==> src/rtl/accel_stream_arbiter.sv <==
// Packet-level round-robin arbiter that merges NUM_SRC AXI4-Stream sources onto one registered master port.
// The grant is held for a whole packet; runaway packets are cut at MAX_BEATS and flagged in err_trunc.
module accel_stream_arbiter #(
  parameter int unsigned NUM_SRC   = 4,
  parameter int unsigned DATA_W    = 32,
  parameter int unsigned ID_W      = 8,
  parameter int unsigned DEST_W    = 4,
  parameter int unsigned USER_W    = 8,
  parameter int unsigned MAX_BEATS = 10
) (
  input  logic                         ACLK,
  input  logic                         ARESET,
  input  logic [NUM_SRC-1:0]           src_en,
  input  logic                         clr_err,
  input  logic [NUM_SRC-1:0]           s_tvalid,
  output logic [NUM_SRC-1:0]           s_tready,
  input  logic [NUM_SRC*DATA_W-1:0]    s_tdata,
  input  logic [NUM_SRC*DATA_W/8-1:0]  s_tkeep,
  input  logic [NUM_SRC*DEST_W-1:0]    s_tdest,
  input  logic [NUM_SRC*USER_W-1:0]    s_tuser,
  input  logic [NUM_SRC-1:0]           s_tlast,
  output logic                         m_tvalid,
  input  logic                         m_tready,
  output logic [DATA_W-1:0]            m_tdata,
  output logic [DATA_W/8-1:0]          m_tkeep,
  output logic [ID_W-1:0]              m_tid,
  output logic [DEST_W-1:0]            m_tdest,
  output logic [USER_W-1:0]            m_tuser,
  output logic                         m_tlast,
  output logic                         busy,
  output logic [15:0]                  pkt_count,
  output logic                         err_trunc
);

  localparam int unsigned KEEP_W = DATA_W / 8;
  localparam int unsigned IDX_W  = (NUM_SRC > 1) ? $clog2(NUM_SRC) : 1;
  localparam int unsigned CNT_W  = $clog2(MAX_BEATS + 1);

  typedef enum logic {IDLE, LOCK} state_t;

  state_t               state, next_state;
  logic [IDX_W-1:0]     grant, rr_ptr, pick, next_ptr;
  logic                 pick_vld;
  logic [NUM_SRC-1:0]   req;
  logic [CNT_W-1:0]     beat_cnt;
  logic                 out_ready, accept, beat_last, forced;

  // Round-robin search starting at rr_ptr; first requesting index wins.
  always_comb begin
    int unsigned idx;
    req      = s_tvalid & src_en;
    pick     = '0;
    pick_vld = 1'b0;
    idx      = 0;
    for (int unsigned k = 0; k < NUM_SRC; k++) begin
      idx = (32'(rr_ptr) + k) % NUM_SRC;
      if (!pick_vld && req[IDX_W'(idx)]) begin
        pick     = IDX_W'(idx);
        pick_vld = 1'b1;
      end
    end
  end

  always_comb begin
    out_ready = !m_tvalid || m_tready;
    accept    = s_tvalid[grant] && s_tready[grant];
    beat_last = s_tlast[grant] || (beat_cnt == CNT_W'(MAX_BEATS - 1));
    forced    = accept && beat_last && !s_tlast[grant];
    next_ptr  = (grant == IDX_W'(NUM_SRC - 1)) ? '0 : grant + 1'b1;
  end

  always_ff @(posedge ACLK) begin
    if (ARESET) state <= IDLE;
    else        state <= next_state;
  end

  always_comb begin
    next_state = state;
    case (state)
      IDLE:    if (pick_vld) next_state = LOCK;
      LOCK:    if (accept && beat_last) next_state = IDLE;
      default: next_state = IDLE;
    endcase
  end

  always_comb begin
    s_tready = '0;
    busy     = (state == LOCK);
    if (state == LOCK) s_tready[grant] = out_ready;
  end

  always_ff @(posedge ACLK) begin
    if (ARESET) begin
      grant     <= '0;
      rr_ptr    <= '0;
      beat_cnt  <= '0;
      m_tvalid  <= 1'b0;
      m_tdata   <= '0;
      m_tkeep   <= '0;
      m_tid     <= '0;
      m_tdest   <= '0;
      m_tuser   <= '0;
      m_tlast   <= 1'b0;
      pkt_count <= '0;
      err_trunc <= 1'b0;
    end else begin
      if (state == IDLE && pick_vld) grant <= pick;
      if (accept) begin
        if (beat_last) begin
          beat_cnt <= '0;
          rr_ptr   <= next_ptr;
        end else begin
          beat_cnt <= beat_cnt + 1'b1;
        end
      end
      if (out_ready) begin
        m_tvalid <= accept;
        if (accept) begin
          m_tdata <= s_tdata[grant*DATA_W +: DATA_W];
          m_tkeep <= s_tkeep[grant*KEEP_W +: KEEP_W];
          m_tdest <= s_tdest[grant*DEST_W +: DEST_W];
          m_tuser <= s_tuser[grant*USER_W +: USER_W];
          m_tid   <= ID_W'(grant);
          m_tlast <= beat_last;
        end
      end
      if (m_tvalid && m_tready && m_tlast) pkt_count <= pkt_count + 1'b1;
      // A truncation in the same cycle as clr_err must stay visible.
      if (forced)       err_trunc <= 1'b1;
      else if (clr_err) err_trunc <= 1'b0;
    end
  end

endmodule

==> config.mk <==
export PLATFORM = sky130hd
export DESIGN_NAME = accel_stream_arbiter
export DESIGN_NICKNAME = d
export VERILOG_FILES = /design/src/rtl/accel_stream_arbiter.sv
export SDC_FILE = /design/constraint.sdc
export NUM_CORES = 1
export LEC_CHECK = 0
export BUFFER_PORTS_ARGS = -buffer_cell sky130_fd_sc_hd__buf_2
export CAP_MARGIN = 20
export CORE_AREA = 2 2 112 114
export CTS_CLUSTER_SIZE = 14
export DETAILED_ROUTE_END_ITERATION = 10
export DIE_AREA = 0 0 114 116
export GPL_TIMING_DRIVEN = 0
export PLACE_DENSITY = 0.73
export SYNTH_ARGS = -nofsm -noshare
export SYNTH_HDL_FRONTEND = slang
export SYNTH_SLANG_ARGS = --single-unit
==> constraint.sdc <==
create_clock -name ACLK -period 3.2 [get_ports ACLK]
set_clock_uncertainty 0.1 [all_clocks]
set_input_delay 0.16 -clock ACLK [delete_from_list [all_inputs] [get_ports ACLK]]
set_output_delay 0.16 -clock ACLK [all_outputs]
set_load 0.02 [all_outputs]
==> key figures <==
Status
  • Status: completed

Route
  • Initial DRC count: ~310
  • Detailed Route WL: between 15000 and 20000 um
  • Vias: roughly 4900
  • DRT Pass-1 Iters: 5
  • Via/cell ratio: between 5 and 6
  • Antenna Nets Post-Route: 0
  • DRC violations left: 0
  • WL per Instance: about 16 um

Cells and area
  • Antenna Cells: 0
  • Nets: approximately 1000
  • Layout Utilization: 0.549
  • Share of layout cells above drive strength 1: 0.484
  • Post-route non-filler standard cell count: 940
  • Fill count: 1144
  • Fin area: ~6500 um2
  • Layout area overhead: 41.0%

Setup path
  • Worst path cell trace: buf_4, buf_4, inv_1, ha_1, and3b_1, o311ai_4, clkbuf_1, nand2_1, o221a_2, nor2_1
  • R2R cell count: 10
  • CP max stage delay: between 0.4 and 0.5 ns
  • WS Path Type: flop to flop
  • Critical Path RT: 3.37 ns
  • Setup crit start kind: flop
  • Flop2flop setup slack: 0.30 ns
  • Crit Path Max Fanout: 19
  • R2r startpoint: grant[0]
  • Worst Path Arrival: around 3.1 ns
  • RR Endpoint: m_tdata[5]
  • CP Capture Type: flop
  • CP max stage cell: dfxtp_1
  • CP dominant cell by count: buf_4

Yosys
  • Mapped Cells: ~490
  • Post-synth cell types: 48
  • Ys flop type: dfxtp_1
  • Yosys Warn Count: 0
  • Syn_area_per_cell: between 9 and 10 um2
  • Synth Cell Area: between 4000 and 5000 um2
  • Yosys reg bits: 78
  • Register area share after synthesis: 0.337
  • EDFF count, synth: 0
  • Synth async-reset ratio: 0

Die
  • Die H: 116 um
  • Die Width: 114 um
  • Number of I/O pins: between 200 and 300
  • DIE AREA: approximately 13000 um2
  • # rows: 40
  • Starting density of the core: 0.389
  • Core box area: 11900 um2

Timing
  • Relative slew slack: 0.579
  • Max-slew violation count: 0
  • Tmin final: around 2.9 ns
  • Final setup TNS: 0 ns
  • Worst-Margin Slew: between 0.6 and 0.7 ns
  • Fmax: ~0.34 GHz
  • Final setup viols: 0
  • RSZ-0062 raised after global routing: false
  • Final cycle utilization of the critical path: 0.907
  • Final hold viol count: 0

Clock tree
  • CTS tree: done
  • Longest Clk Path Bufs: 2
  • Num CTS Buffers: 9
  • Worst-Skew Late Latency: around 0.34 ns
  • Post-CTS Hold Buffers: 0
  • CTS root buffer: clkbuf_16
  • Htree depth: 3
  • Post-CTS Setup Repair Bufs: 0
  • Clock-pin transition on the worst setup and hold timing paths: ~0.07 ns
  • # clock sinks: 78
  • Post-cts resize count: 0

Worst hold path
  • WHS Path Cells: 3
  • Min-delay src: clr_err
  • Hold Path End: err_trunc
  • Hold WC Path Type: primary input to flop

Power and ir drop
  • Pleak: 2.92 nW
  • Gate power share: 0.250
  • Pwr dens: about 430 nW/um2
  • Total Power: roughly 2.8 mW
  • Seq pwr share: 0.380
  • Sw Pwr: approximately 0.81 mW
  • Switching part of the total: 0.289
  • Clock power frac: 0.371
  • VDD IR max: between 0.2 and 0.25 mV
  • Cell Int Power: 1.99 mW

Place
  • Port Buf Inserts: 280
  • Final Wtd Congestion: about 0.92
  • Detailed Place HPWL: between 10000 and 15000 um
  • Placed cells: slightly above 900
  • Dpl cell area: between 6000 and 7000 um2

GRT
  • Total GRT Usage: 0.218
  • GRT Residual Overflow: 0
  • Initial antenna violation count: 0
  • Largest net degree at the start of global routing: 14
  • First-pass GRT wire length: about 23000 um
  • Vias in the first global route: roughly 4700

Job
  • Max Cap Viol: 0
==> registers in the layout, indices dropped and copies added, names as in the netlist, 2 cells and up <==
name and flops:
m_tdest 4, grant 2, m_tuser 8, m_tkeep 4, m_tdata 32, pkt_count 16
m_tid 2, rr_ptr 2, beat_cnt 4
==> final cells by class <==
| class | instances | area (um2) | area share |
|---|---|---|---|
| Buffer | 43 | 236 | 0.0362 |
| Timing Repair Buffer | 280 | 1400 | 0.214 |
| Tap cell | 147 | 184 | 0.0281 |
| Clock inverter | 5 | 58.8 | 0.00899 |
| Multi-Input combinational cell | 367 | 2820 | 0.431 |
| Sequential cell | 78 | 1560 | 0.239 |
| Clock buffer | 11 | 243 | 0.0371 |
| Inverter | 9 | 33.8 | 0.00517 |
==> worst max-delay path by stage <==
stage                     cells after the start         end     start  slack, ns
after floorplan                              11  m_tdata[0]  grant[0]       0.64
after global placement                       10  m_tdata[5]  grant[0]       0.03
after detailed placement                     10  m_tdata[5]  grant[0]       0.03
after CTS                                    10  m_tdata[5]  grant[0]      0.007
after global routing                         11  m_tkeep[0]  grant[0]       0.10
final                                        10  m_tdata[5]  grant[0]       0.30
==> through the flow <==
stage               hold WS (ns)  setup WS, ns
floorplan                  0.260         0.642
global placement           0.340        0.0282
detailed placement         0.343        0.0286
CTS                       0.0250       0.00683
global route              0.0532         0.104
finish                    0.0358         0.297
==> synthesized netlist by cell type, types with 2 or more instances <==
cell        n  area share
nand2_1   101       0.082
dfxtp_1    78        0.34
a21oi_1    45       0.049
mux4_2     38        0.18
nor2_1     34       0.028
clkbuf_1   20       0.016
mux2i_1    14       0.030
a31oi_1    13       0.018
mux2_2     11       0.027
nor3b_1    11       0.018
o221a_2    11       0.027
buf_2       9      0.0097
buf_4       9       0.015
inv_1       9      0.0073
and3_1      8       0.011
nand3_1     8      0.0086
xor2_1      8       0.015
ha_1        7       0.019
nand4_1     7      0.0094
xnor2_1     7       0.013
buf_6       4      0.0097
nor3_1      4      0.0043
o211ai_1    4      0.0065
o21ai_0     3      0.0032
and2_1      2      0.0027
and3b_1     2      0.0038
and4_1      2      0.0038
buf_1       2      0.0016
nor4_1      2      0.0027
o31ai_1     2      0.0032
==> cells in the final DEF (no fill, tap or decap), types with 8 or more instances in the layout <==
| master | n |
|---|---|
| buf_2 | 288 |
| a21oi_1 | 45 |
| nor2_1 | 34 |
| clkbuf_1 | 20 |
| a31oi_1 | 13 |
| o221a_2 | 11 |
| inv_1 | 9 |
| nor3b_1 | 11 |
| mux2i_1 | 14 |
| mux4_2 | 38 |
| xor2_1 | 8 |
| buf_4 | 9 |
| clkbuf_16 | 9 |
| dfxtp_1 | 78 |
| and3_1 | 8 |
| mux2_2 | 11 |
| nand2_1 | 101 |
| nand3_1 | 8 |
==> routing by layer <==
metal	vias to the layer above	global-route usage	share of wire
met5	-	0	0
met4	0	0.0854	0.022
met3	29	0.0418	0.069
li1	2368	-	-
met2	218	0.388	0.50
met1	2261	0.262	0.41
==> critical path, delay by kind of cell, from the launching register on <==
family | cells | cell delay [ns]
AO/OA/AOI/OAI | 2 | 0.45
flip-flops | 1 | 0.49
adder cells (fa/ha/maj) | 1 | 0.22
AND/OR/NAND/NOR | 3 | 0.39
buffers and inverters | 4 | 1.16
==> cell families (layout without fill, tap and decap cells) <==
kind of cell / count (synthesis) / after routing / share of synthesized area
and+or+nand+nor: 189 / 189 / 0.185
AOI/OAI and AO/OA: 87 / 87 / 0.130
DFF: 78 / 78 / 0.337
muxes: 63 / 63 / 0.241
buffers and inverters: 53 / 348 / 0.0591
xor gates and xnor gates: 15 / 15 / 0.0283
adders and majority gates: 7 / 7 / 0.0189
other: 1 / 6 / 0.000809
==> power by group through the flow <==
stage	registers [mW]	clock network [mW]	logic (mW)
CTS	1.06	1.06	0.707
global placement	1.08	0	0.697
global route	1.07	1.10	0.764
detailed placement	1.08	0	0.704
finish	1.06	1.04	0.700
floorplan	1.14	0	0.378
(Power assumes the default switching activity.)
